===== config.mk =====
export PLATFORM = sky130hd
export DESIGN_NAME = video_timing_gen
export DESIGN_NICKNAME = d
export VERILOG_FILES = /design/src/rtl/video_timing_pkg.sv /design/src/rtl/video_delay_line.sv /design/src/rtl/video_timing_gen.sv
export SDC_FILE = /design/constraint.sdc
export NUM_CORES = 1
export LEC_CHECK = 0
export ABC_AREA = 1
export CORE_MARGIN = 3
export CORE_UTILIZATION = 59
export CTS_CLUSTER_DIAMETER = 100
export CTS_CLUSTER_SIZE = 8
export DETAILED_ROUTE_END_ITERATION = 10
export PLACE_DENSITY = 0.82
export SYNTH_ARGS = -nofsm -noshare
export SYNTH_HDL_FRONTEND = slang
export SYNTH_SLANG_ARGS = --single-unit

===== constraint.sdc =====
create_clock -name i_pix_clk -period 3.79 [get_ports i_pix_clk]
set_input_delay 0.758 -clock i_pix_clk [delete_from_list [all_inputs] [get_ports i_pix_clk]]
set_output_delay 0.758 -clock i_pix_clk [all_outputs]
set_load 0.01 [all_outputs]

===== src/rtl/video_timing_pkg.sv =====
// Mode table and timing helpers shared by the video timing generator.
// Each mode record holds resolution, porches, sync widths and sync polarity.
package video_timing_pkg;

  localparam int MODE_W = 2;
  localparam int DL_W   = 6;

  typedef struct packed {
    logic [11:0] h_res;
    logic [11:0] h_fp;
    logic [11:0] h_sync;
    logic [11:0] h_bp;
    logic [11:0] v_res;
    logic [11:0] v_fp;
    logic [11:0] v_sync;
    logic [11:0] v_bp;
    logic        pol;
  } mode_t;

  function automatic mode_t mode_lookup(input logic [MODE_W-1:0] idx);
    mode_t m;
    case (idx)
      2'd1: m = '{h_res: 12'd800,  h_fp: 12'd40,  h_sync: 12'd128, h_bp: 12'd88,
                  v_res: 12'd600,  v_fp: 12'd1,   v_sync: 12'd4,   v_bp: 12'd23, pol: 1'b1};
      2'd2: m = '{h_res: 12'd1280, h_fp: 12'd110, h_sync: 12'd40,  h_bp: 12'd220,
                  v_res: 12'd720,  v_fp: 12'd5,   v_sync: 12'd5,   v_bp: 12'd20, pol: 1'b1};
      2'd3: m = '{h_res: 12'd1920, h_fp: 12'd88,  h_sync: 12'd44,  h_bp: 12'd148,
                  v_res: 12'd1080, v_fp: 12'd4,   v_sync: 12'd5,   v_bp: 12'd36, pol: 1'b1};
      default: m = '{h_res: 12'd640, h_fp: 12'd16, h_sync: 12'd96, h_bp: 12'd48,
                     v_res: 12'd480, v_fp: 12'd10, v_sync: 12'd2,  v_bp: 12'd33, pol: 1'b0};
    endcase
    return m;
  endfunction

  function automatic int h_sta(input mode_t m);
    return -(int'(m.h_fp) + int'(m.h_sync) + int'(m.h_bp));
  endfunction

  function automatic int v_sta(input mode_t m);
    return -(int'(m.v_fp) + int'(m.v_sync) + int'(m.v_bp));
  endfunction

endpackage


===== src/rtl/video_delay_line.sv =====
// Fixed-depth shift register that retimes the strobe bundle behind the early coordinates.
// DEPTH of zero is a straight pass-through.
module video_delay_line
  import video_timing_pkg::*;
#(
  parameter int                 WIDTH   = DL_W,
  parameter int                 DEPTH   = 2,
  parameter logic [WIDTH-1:0]   RST_VAL = '0
) (
  input  logic             i_clk,
  input  logic             i_rst_n,
  input  logic [WIDTH-1:0] i_d,
  output logic [WIDTH-1:0] o_q
);

  generate
    if (DEPTH == 0) begin : g_bypass
      assign o_q = i_d;
    end else begin : g_pipe
      logic [WIDTH-1:0] r_stage [DEPTH];

      // Shift chain; every stage resets to the idle bundle value
      always_ff @(posedge i_clk or negedge i_rst_n) begin
        if (!i_rst_n) begin
          for (int i = 0; i < DEPTH; i++) r_stage[i] <= RST_VAL;
        end else begin
          r_stage[0] <= i_d;
          for (int i = 1; i < DEPTH; i++) r_stage[i] <= r_stage[i-1];
        end
      end

      assign o_q = r_stage[DEPTH-1];
    end
  endgenerate

endmodule


===== src/rtl/video_timing_gen.sv =====
// Runtime-reconfigurable video timing generator: early signed coordinates plus
// lead-delayed sync/DE/line/frame strobes, with mode changes taken at frame end.
module video_timing_gen
  import video_timing_pkg::*;
#(
  parameter int DEFAULT_MODE = 0,
  parameter int LEAD         = 2,
  parameter int CW           = 16
) (
  input  logic                 i_pix_clk,
  input  logic                 i_rst_n,
  input  logic [1:0]           i_mode_req,
  input  logic                 i_mode_valid,
  output logic                 o_mode_ready,
  output logic                 o_mode_ack,
  output logic [1:0]           o_mode,
  output logic signed [CW-1:0] o_sx,
  output logic signed [CW-1:0] o_sy,
  output logic                 o_hs,
  output logic                 o_vs,
  output logic                 o_de,
  output logic                 o_line,
  output logic                 o_frame
);

  localparam logic [1:0]           DEF_IDX  = 2'(DEFAULT_MODE);
  localparam mode_t                DEF_M    = mode_lookup(DEF_IDX);
  localparam logic signed [CW-1:0] DEF_HSTA = CW'(h_sta(DEF_M));
  localparam logic signed [CW-1:0] DEF_VSTA = CW'(v_sta(DEF_M));
  localparam logic signed [CW-1:0] C_ONE    = {{(CW-1){1'b0}}, 1'b1};
  // Idle bundle: syncs at the default mode's inactive level, strobes low
  localparam logic [DL_W-1:0]      DL_RST   = {~DEF_M.pol, ~DEF_M.pol, 4'b0000};

  logic signed [CW-1:0] r_sx;
  logic signed [CW-1:0] r_sy;
  logic [1:0]           r_mode;
  logic [1:0]           r_pend_mode;
  logic                 r_pend;
  logic                 r_ack;

  mode_t                w_m;
  mode_t                w_next_m;
  logic [1:0]           w_next_idx;
  logic signed [31:0]   w_sx_i;
  logic signed [31:0]   w_sy_i;
  logic signed [31:0]   w_h_sta;
  logic signed [31:0]   w_v_sta;
  logic                 w_h_wrap;
  logic                 w_v_last;
  logic                 w_frame_end;
  logic                 w_accept;
  logic                 w_hs_raw;
  logic                 w_vs_raw;
  logic                 w_hs;
  logic                 w_vs;
  logic                 w_de;
  logic                 w_line;
  logic                 w_frame;
  logic [DL_W-1:0]      w_early;
  logic [DL_W-1:0]      w_late;

  assign w_m        = mode_lookup(r_mode);
  assign w_next_idx = r_pend ? r_pend_mode : r_mode;
  assign w_next_m   = mode_lookup(w_next_idx);
  assign w_accept   = i_mode_valid && !r_pend;

  // Early timing decode from the live counters and current mode
  always_comb begin
    w_sx_i      = 32'(r_sx);
    w_sy_i      = 32'(r_sy);
    w_h_sta     = h_sta(w_m);
    w_v_sta     = v_sta(w_m);
    w_h_wrap    = (w_sx_i == int'(w_m.h_res) - 32'sd1);
    w_v_last    = (w_sy_i == int'(w_m.v_res) - 32'sd1);
    w_frame_end = w_h_wrap && w_v_last;
    w_hs_raw    = (w_sx_i >= -(int'(w_m.h_sync) + int'(w_m.h_bp))) &&
                  (w_sx_i <= -int'(w_m.h_bp) - 32'sd1);
    w_vs_raw    = (w_sy_i >= -(int'(w_m.v_sync) + int'(w_m.v_bp))) &&
                  (w_sy_i <= -int'(w_m.v_bp) - 32'sd1);
    w_hs        = ~(w_hs_raw ^ w_m.pol);
    w_vs        = ~(w_vs_raw ^ w_m.pol);
    w_de        = (w_sx_i >= 32'sd0) && (w_sy_i >= 32'sd0);
    w_line      = (w_sx_i == w_h_sta);
    w_frame     = w_line && (w_sy_i == w_v_sta);
  end

  // Raster counters; the pending mode is loaded only at the last pixel of a frame
  always_ff @(posedge i_pix_clk or negedge i_rst_n) begin
    if (!i_rst_n) begin
      r_sx   <= DEF_HSTA;
      r_sy   <= DEF_VSTA;
      r_mode <= DEF_IDX;
      r_ack  <= 1'b0;
    end else if (w_frame_end) begin
      r_sx   <= CW'(h_sta(w_next_m));
      r_sy   <= CW'(v_sta(w_next_m));
      r_mode <= w_next_idx;
      r_ack  <= r_pend;
    end else if (w_h_wrap) begin
      r_sx   <= CW'(w_h_sta);
      r_sy   <= r_sy + C_ONE;
      r_ack  <= 1'b0;
    end else begin
      r_sx   <= r_sx + C_ONE;
      r_ack  <= 1'b0;
    end
  end

  // Request holding register; a request taken on the wrap cycle waits a full frame
  always_ff @(posedge i_pix_clk or negedge i_rst_n) begin
    if (!i_rst_n) begin
      r_pend      <= 1'b0;
      r_pend_mode <= DEF_IDX;
    end else if (w_frame_end && r_pend) begin
      r_pend      <= 1'b0;
    end else if (w_accept) begin
      r_pend      <= 1'b1;
      r_pend_mode <= i_mode_req;
    end else begin
      r_pend      <= r_pend;
    end
  end

  assign w_early = {w_hs, w_vs, w_de, w_line, w_frame, r_ack};

  video_delay_line #(
    .WIDTH   (DL_W),
    .DEPTH   (LEAD),
    .RST_VAL (DL_RST)
  ) u_delay (
    .i_clk   (i_pix_clk),
    .i_rst_n (i_rst_n),
    .i_d     (w_early),
    .o_q     (w_late)
  );

  assign {o_hs, o_vs, o_de, o_line, o_frame, o_mode_ack} = w_late;
  assign o_sx         = r_sx;
  assign o_sy         = r_sy;
  assign o_mode       = r_mode;
  assign o_mode_ready = ~r_pend;

endmodule

==> results of run 1 <==
-- metrics by stage --
step	std cells	instance area, um^2
after floorplan	690	4970
after global placement	833	5540
after detailed placement	833	5540
after CTS	841	5650
after global routing	841	5670
final	841	5670
-- metal layers --
metal	wire length, um	vias up	GRT usage, %
met5	0	-	0
li1	-	2367	-
met1	6370	2318	45.1
met2	6350	258	46.9
met3	1390	32	5.31
met4	312	0	8.63
-- layout make-up --
cell class / count / area share, %
inverters: 101 / 6.74
clock buffers: 6 / 1.28
multi-input cells: 524 / 57.0
clock inverters: 2 / 0.663
flip-flops and latches: 50 / 22.7
repair buffers: 56 / 9.32
well taps: 102 / 2.25
-- report_power, final --
group	leakage, nW	switching (mW)	internal (mW)
clock	0.0514	0.197	0.197
sequential	0.574	0	0.535
combinational	2.17	0.0143	0.00580
total	2.80	0.211	0.738
-- worst max-delay path, stage by stage (launching register included) --
cell and delay (ps):
dfrtp_1 450, inv_4 130, ha_2 240, inv_2 120, ha_1 310, inv_1 50
ha_1 350, nand2_1 140, o22ai_1 100, a31oi_1 210, inv_1 110, ha_1 330
o22ai_1 90, nor2_1 120, nand4_1 110, nor4_2 270, nand3_1 160, nor2_1 110
-- cells by family (layout without fill, tap and decap cells) --
logic type,after synthesis,in the layout,share of synthesized area [%]
buffers and inverters,116,165,9.44
muxes,2,2,0.454
other,2,6,0.152
AOI/OAI and AO/OA,93,93,10.5
DFF,50,50,25.9
adders and majority gates,68,68,17.2
and+or+nand+nor,325,325,30.9
xor gates and xnor gates,30,30,5.45
-- flip-flops by register name, indices dropped and copies added, names as in the netlist --
| name | flops |
|---|---|
| o_sx | 16 |
| r_pend_mode | 2 |
| u_delay.g_pipe.r_stage | 6 |
| r_ack | 1 |
| r_pend | 1 |
| o_sy | 16 |
| u_delay.o_q | 6 |
| o_mode | 2 |
-- worst paths after layout --
| kind | to | slack (ps) | cells past startpoint |
|---|---|---|---|
| worst min-delay path | u_delay.o_q[3]$_DFF_PN0_ | 360 | 0 |
| min in group asynchronous | u_delay.g_pipe.r_stage[9]$_DFF_PN0_ | 600 | 1 |
| worst max-delay path | u_delay.g_pipe.r_stage[7]$_DFF_PN0_ | 320 | 17 |
| worst max register to register | u_delay.g_pipe.r_stage[7]$_DFF_PN0_ | 320 | 17 |
| worst min register to register | u_delay.o_q[3]$_DFF_PN0_ | 360 | 0 |
| max in group asynchronous | o_sy[14]$_DFFE_PN1P_ | 2450 | 2 |
-- layout by cell type (no fill, tap or decap), drive strengths merged, types with 2 or more instances in the layout --
cell           count
mux2               2
nor2              59
nor3b              2
ha                68
o21ai             41
nand3b             2
xnor2             10
nand2            156
nor4               9
dfrtp             23
a21oi             29
xor2              20
clkdlybuf4s50     44
nor3              21
o211ai             8
a31oi              2
dfstp             27
or2                6
nand3             47
buf               12
o22ai              6
inv              100
clkbuf             6
conb               6
nand4             23
-- synthesized netlist by cell type (19+ instances only) --
cell / n
nand2_1: 153
inv_1: 94
ha_1: 68
nor2_1: 56
nand3_1: 42
o21ai_0: 33
a21oi_1: 29
dfstp_2: 27
dfrtp_1: 23
nand4_1: 22
xor2_1: 20
nor3_1: 19
-- repair_timing --
item / CTS / global route
setup endpoints to repair: 0 / 2
buffers inserted: 0 / 0
hold endpoints to repair: 0 / 0
resized for setup: 0 / 8
==> impl_metrics.json, run 1 <==
{
  "status": "completed",
  "worstSetupStartpointType": "flop",
  "die_area_mm2": 0.00954,
  "gp_congestion": 1.01,
  "drc": 0,
  "rsz0062_at_grt": "false",
  "hold_class": "reg -> reg",
  "clock_skew_ps": 7.90,
  "drt_iter0_drc": 524,
  "final-hold-violation-count": 0,
  "critPathKind": "reg -> reg",
  "yosysTopAreaCell": "ha_1",
  "num_rows": 32,
  "cts.sinks": 50,
  "die_h_um": 97.7,
  "setup_slack_ps": 322,
  "cts_buffer_depth": 2,
  "cts_buffers": 5,
  "finalCritPeriodShare_pct": 91.5,
  "fp.dieW_um": 97.7,
  "tritoncts": "yes",
  "synthCells": 686,
  "crit_path_max_fanout": 9,
  "grt_pass1_wl_mm": 24.1,
  "htreeDepth": 2,
  "layout-drive-gt1-share_pct": 11.4,
  "timing.fmax_mhz": 288,
  "tns_ps": 0,
  "vdd_drop_max_mv": 0.126,
  "end_kind": "flop",
  "ctsHoldBuffers": 0,
  "ys_types": 51,
  "grt_max_degree": 43,
  "multi_input_area_mm2": 0.00323,
  "yosysWarnings": 0,
  "area_growth_pct": 14.3,
  "cts.clk_slew.worst_paths_ps": 100,
  "hold_ws_ps": 360,
  "core_area_mm2": 0.00793,
  "fill_cells": 659,
  "yosysTopAreaCellShare_pct": 17.2,
  "clock_latency_ps": 320,
  "grt-ovfl-total": 0,
  "grt_pass1_vias": 4665,
  "async_flop_share_pct": 100,
  "worstPathArrival_ps": 3720,
  "track_usage_pct": 30.9,
  "nets": 811,
  "slew_viol_final": 0,
  "finalCriticalPeriod_ps": 3470,
  "vias": 4975,
  "wl_per_cell_um": 17.2,
  "wirelength_mm": 14.4,
  "worst_ep_required_time_ps": 4040,
  "synth_ff_type": "dfstp_2",
  "io_pins": 46,
  "fin_util_pct": 71.5,
  "drtPass1Iterations": 6,
  "cts-root-buf": "clkbuf_8",
  "synthTopCellsByArea": "ha_1 (17%), dfstp_2 (14%), dfrtp_1 (12%)",
  "grt_antenna_before_repair": 0,
  "hpwlAfterDp_mm": 11.2,
  "p_leak_nw": 2.80,
  "r2r-start": "o_mode[0]$_DFFE_PN0P_",
  "ys_seq_elements": 50,
  "drv_cap": 0,
  "n_antenna_cell": 0,
  "register_area_mm2": 0.00129,
  "relSlewSlack_pct": 32.6,
  "start_util_pct": 62.5,
  "antenna_left": 0,
  "power.total_uw": 949,
  "portBuffers": 45,
  "worstMarginPinSlew_ps": 1010,
  "crit_start": "o_mode[0]$_DFFE_PN0P_",
  "yosysSeqAreaShare_pct": 25.9,
  "viasPerCell": 5.92,
  "pre_cts_ws_ps": 209,
  "syn_area_mm2": 0.00496,
  "min_from": "u_delay.g_pipe.r_stage[9]$_DFF_PN0_",
  "power_density_mw_per_mm2": 168,
  "avgSynthCellArea_um2": 7.22,
  "finalSetupViolations": 0,
  "synth-edff-count": 0
}
(Power assumes the default switching activity.)
==> run 2, diff against run 1 <==
CORE_MARGIN = 10   (was 3)
GPL_TIMING_DRIVEN = 0   (was default)
==> run 2 against run 1 <==
  * Wire length up 10%
  * Clock power up 3%
  * Clock-buffer cell count down 1
  * First-iteration DRC count up 6.9%
  * Critical endpoint unchanged
  * Largest cell class unchanged
  * Highest routed layer unchanged
==> impl_metrics.json, run 2 (synthesis gave the netlist of run 1 again) <==
{
  "status": "completed",
  "hpwlAfterDp_mm": 12.1,
  "multi_input_area_mm2": 0.00329,
  "clock_latency_ps": 310,
  "io_pins": 46,
  "cts.clk_slew.worst_paths_ps": 100,
  "relSlewSlack_pct": 40.2,
  "grt-ovfl-total": 0,
  "worstSetupStartpointType": "flop",
  "tns_ps": 0,
  "r2r-start": "o_mode[0]$_DFFE_PN0P_",
  "slew_viol_final": 0,
  "timing.fmax_mhz": 267,
  "cts_buffers": 5,
  "cts-root-buf": "clkbuf_8",
  "start_util_pct": 60.6,
  "finalCriticalPeriod_ps": 3740,
  "grt_pass1_wl_mm": 25.0,
  "htreeDepth": 2,
  "hold_class": "reg -> reg",
  "finalSetupViolations": 0,
  "grt_max_degree": 27,
  "crit_path_max_fanout": 6,
  "most-common-layout-cells": "nand2_1 (152), inv_1 (90), ha_1 (64)",
  "whs_path_depth": 0,
  "p_leak_nw": 2.92,
  "core_area_mm2": 0.00818,
  "antenna_left": 0,
  "end_kind": "flop",
  "gp_congestion": 0.967,
  "rsz0062_at_grt": "true",
  "num_rows": 33,
  "grt_antenna_before_repair": 0,
  "area_growth_pct": 19.9,
  "n_antenna_cell": 0,
  "min_to": "u_delay.o_q[4]$_DFF_PN1_",
  "grt_pass1_vias": 4815,
  "cts.sinks": 50,
  "drt_iter0_drc": 560,
  "tritoncts": "yes",
  "final_common_cell": "nand2_1",
  "vias": 5128,
  "track_usage_pct": 24.0,
  "reg2regPathDepth": 19,
  "clock_skew_ps": 5.15,
  "fin_util_pct": 72.7,
  "critPathKind": "reg -> reg",
  "power_density_mw_per_mm2": 162,
  "register_area_mm2": 0.00129,
  "drv_cap": 0,
  "worstPathArrival_ps": 3990,
  "fp.dieW_um": 112,
  "reg2reg_to": "u_delay.g_pipe.r_stage[7]$_DFF_PN0_",
  "die_h_um": 112,
  "drc": 0,
  "worst_ep_required_time_ps": 4040,
  "portBuffers": 45,
  "wirelength_mm": 15.9,
  "nets": 837,
  "rrSetupSlack_ps": 50,
  "fill_cells": 664,
  "wl_per_cell_um": 18.3,
  "layout-drive-gt1-share_pct": 15.2,
  "min_from": "u_delay.g_pipe.r_stage[10]$_DFF_PN1_",
  "final-hold-violation-count": 0,
  "worstMarginPinSlew_ps": 890,
  "vdd_drop_max_mv": 0.165,
  "viasPerCell": 5.89,
  "cts_buffer_depth": 2,
  "die_area_mm2": 0.0125,
  "finalCritPeriodShare_pct": 98.8,
  "drtPass1Iterations": 5
}
==> run 2: changes by cell type in the layout (fill, tap and decap cells not counted), sizes merged <==
cell / previous run / this run
clkinv: 1 / 2
buf: 12 / 35
clkbuf: 6 / 8
inv: 100 / 99
clkinvlp: 1 / 2
==> run 2: what timing repair did <==
action / CTS / global route
pin swaps: 2 / 10
buffers inserted: 7 / 16
hold buffers: 0 / 0
cloned: 0 / 0
setup endpoints to repair: 3 / 3
gates resized for setup: 10 / 17
==> run 2: per-stage QoR <==
stage / cell area [um^2] / std cells / worst slack, ps / hold WS (ps) / power, mW
2_1_floorplan: 4970 / 690 / 401 / 331 / 0.547
3_3_place_gp: 5550 / 840 / -656 / 333 / 0.563
3_5_place_dp: 5570 / 841 / -680 / 338 / 0.565
4_1_cts: 5770 / 856 / 13.2 / 363 / 0.972
5_1_grt: 5940 / 870 / -85.0 / 365 / 0.990
6_report: 5940 / 870 / 45.9 / 361 / 0.963
==> run 2: area by class of cell <==
| type | instances | area share, % |
|---|---|---|
| sequential | 50 | 21.7 |
| timing repair buffer | 69 | 10.8 |
| clock inverter | 3 | 0.737 |
| inverter | 101 | 6.67 |
| clock buffer | 5 | 1.16 |
| tap | 105 | 2.21 |
| multi-input combinational | 524 | 55.3 |
| buffer | 13 | 1.45 |
==> run 2: worst max-delay path: stages (launching register included) <==
cell and delay [ps]:
dfrtp_2 440, clkinvlp_4 240, ha_4 250, buf_4 140, nor2_4 120, inv_2 70, o21ai_1 120, a21oi_1 70
ha_1 350, nand2_2 90, o22ai_1 90, a31oi_1 220, inv_1 120, ha_4 310, o22ai_1 100, nor2_1 110
nand4_1 130, nor4_2 360, nand3_1 200, nor2_1 140
==> run 2: how the worst max path moves through the flow <==
stage / start / end / cells after the start
floorplan: o_mode[0]$_DFFE_PN0P_ / u_delay.g_pipe.r_stage[7]$_DFF_PN0_ / 18
global placement: o_mode[0]$_DFFE_PN0P_ / u_delay.g_pipe.r_stage[7]$_DFF_PN0_ / 18
detailed placement: o_mode[0]$_DFFE_PN0P_ / u_delay.g_pipe.r_stage[7]$_DFF_PN0_ / 18
CTS: o_mode[0]$_DFFE_PN0P_ / u_delay.g_pipe.r_stage[7]$_DFF_PN0_ / 19
global route: o_mode[0]$_DFFE_PN0P_ / u_delay.g_pipe.r_stage[7]$_DFF_PN0_ / 19
finish: o_mode[0]$_DFFE_PN0P_ / u_delay.g_pipe.r_stage[7]$_DFF_PN0_ / 19
==> run 2: per-layer routing <==
metal	up-vias	global-route usage (%)	wire length (um)
li1	2414	-	-
met1	2407	30.7	6400
met2	270	40.2	7630
met3	37	5.10	1600
met4	0	6.00	294
met5	-	0	0
==> run 2: power by group <==
group | total (mW) | leakage, nW | internal, mW | switching, mW
Combinational | 0.0220 | 2.29 | 0.00723 | 0.0148
Sequential | 0.535 | 0.573 | 0.535 | 0
Clock | 0.406 | 0.0585 | 0.199 | 0.208
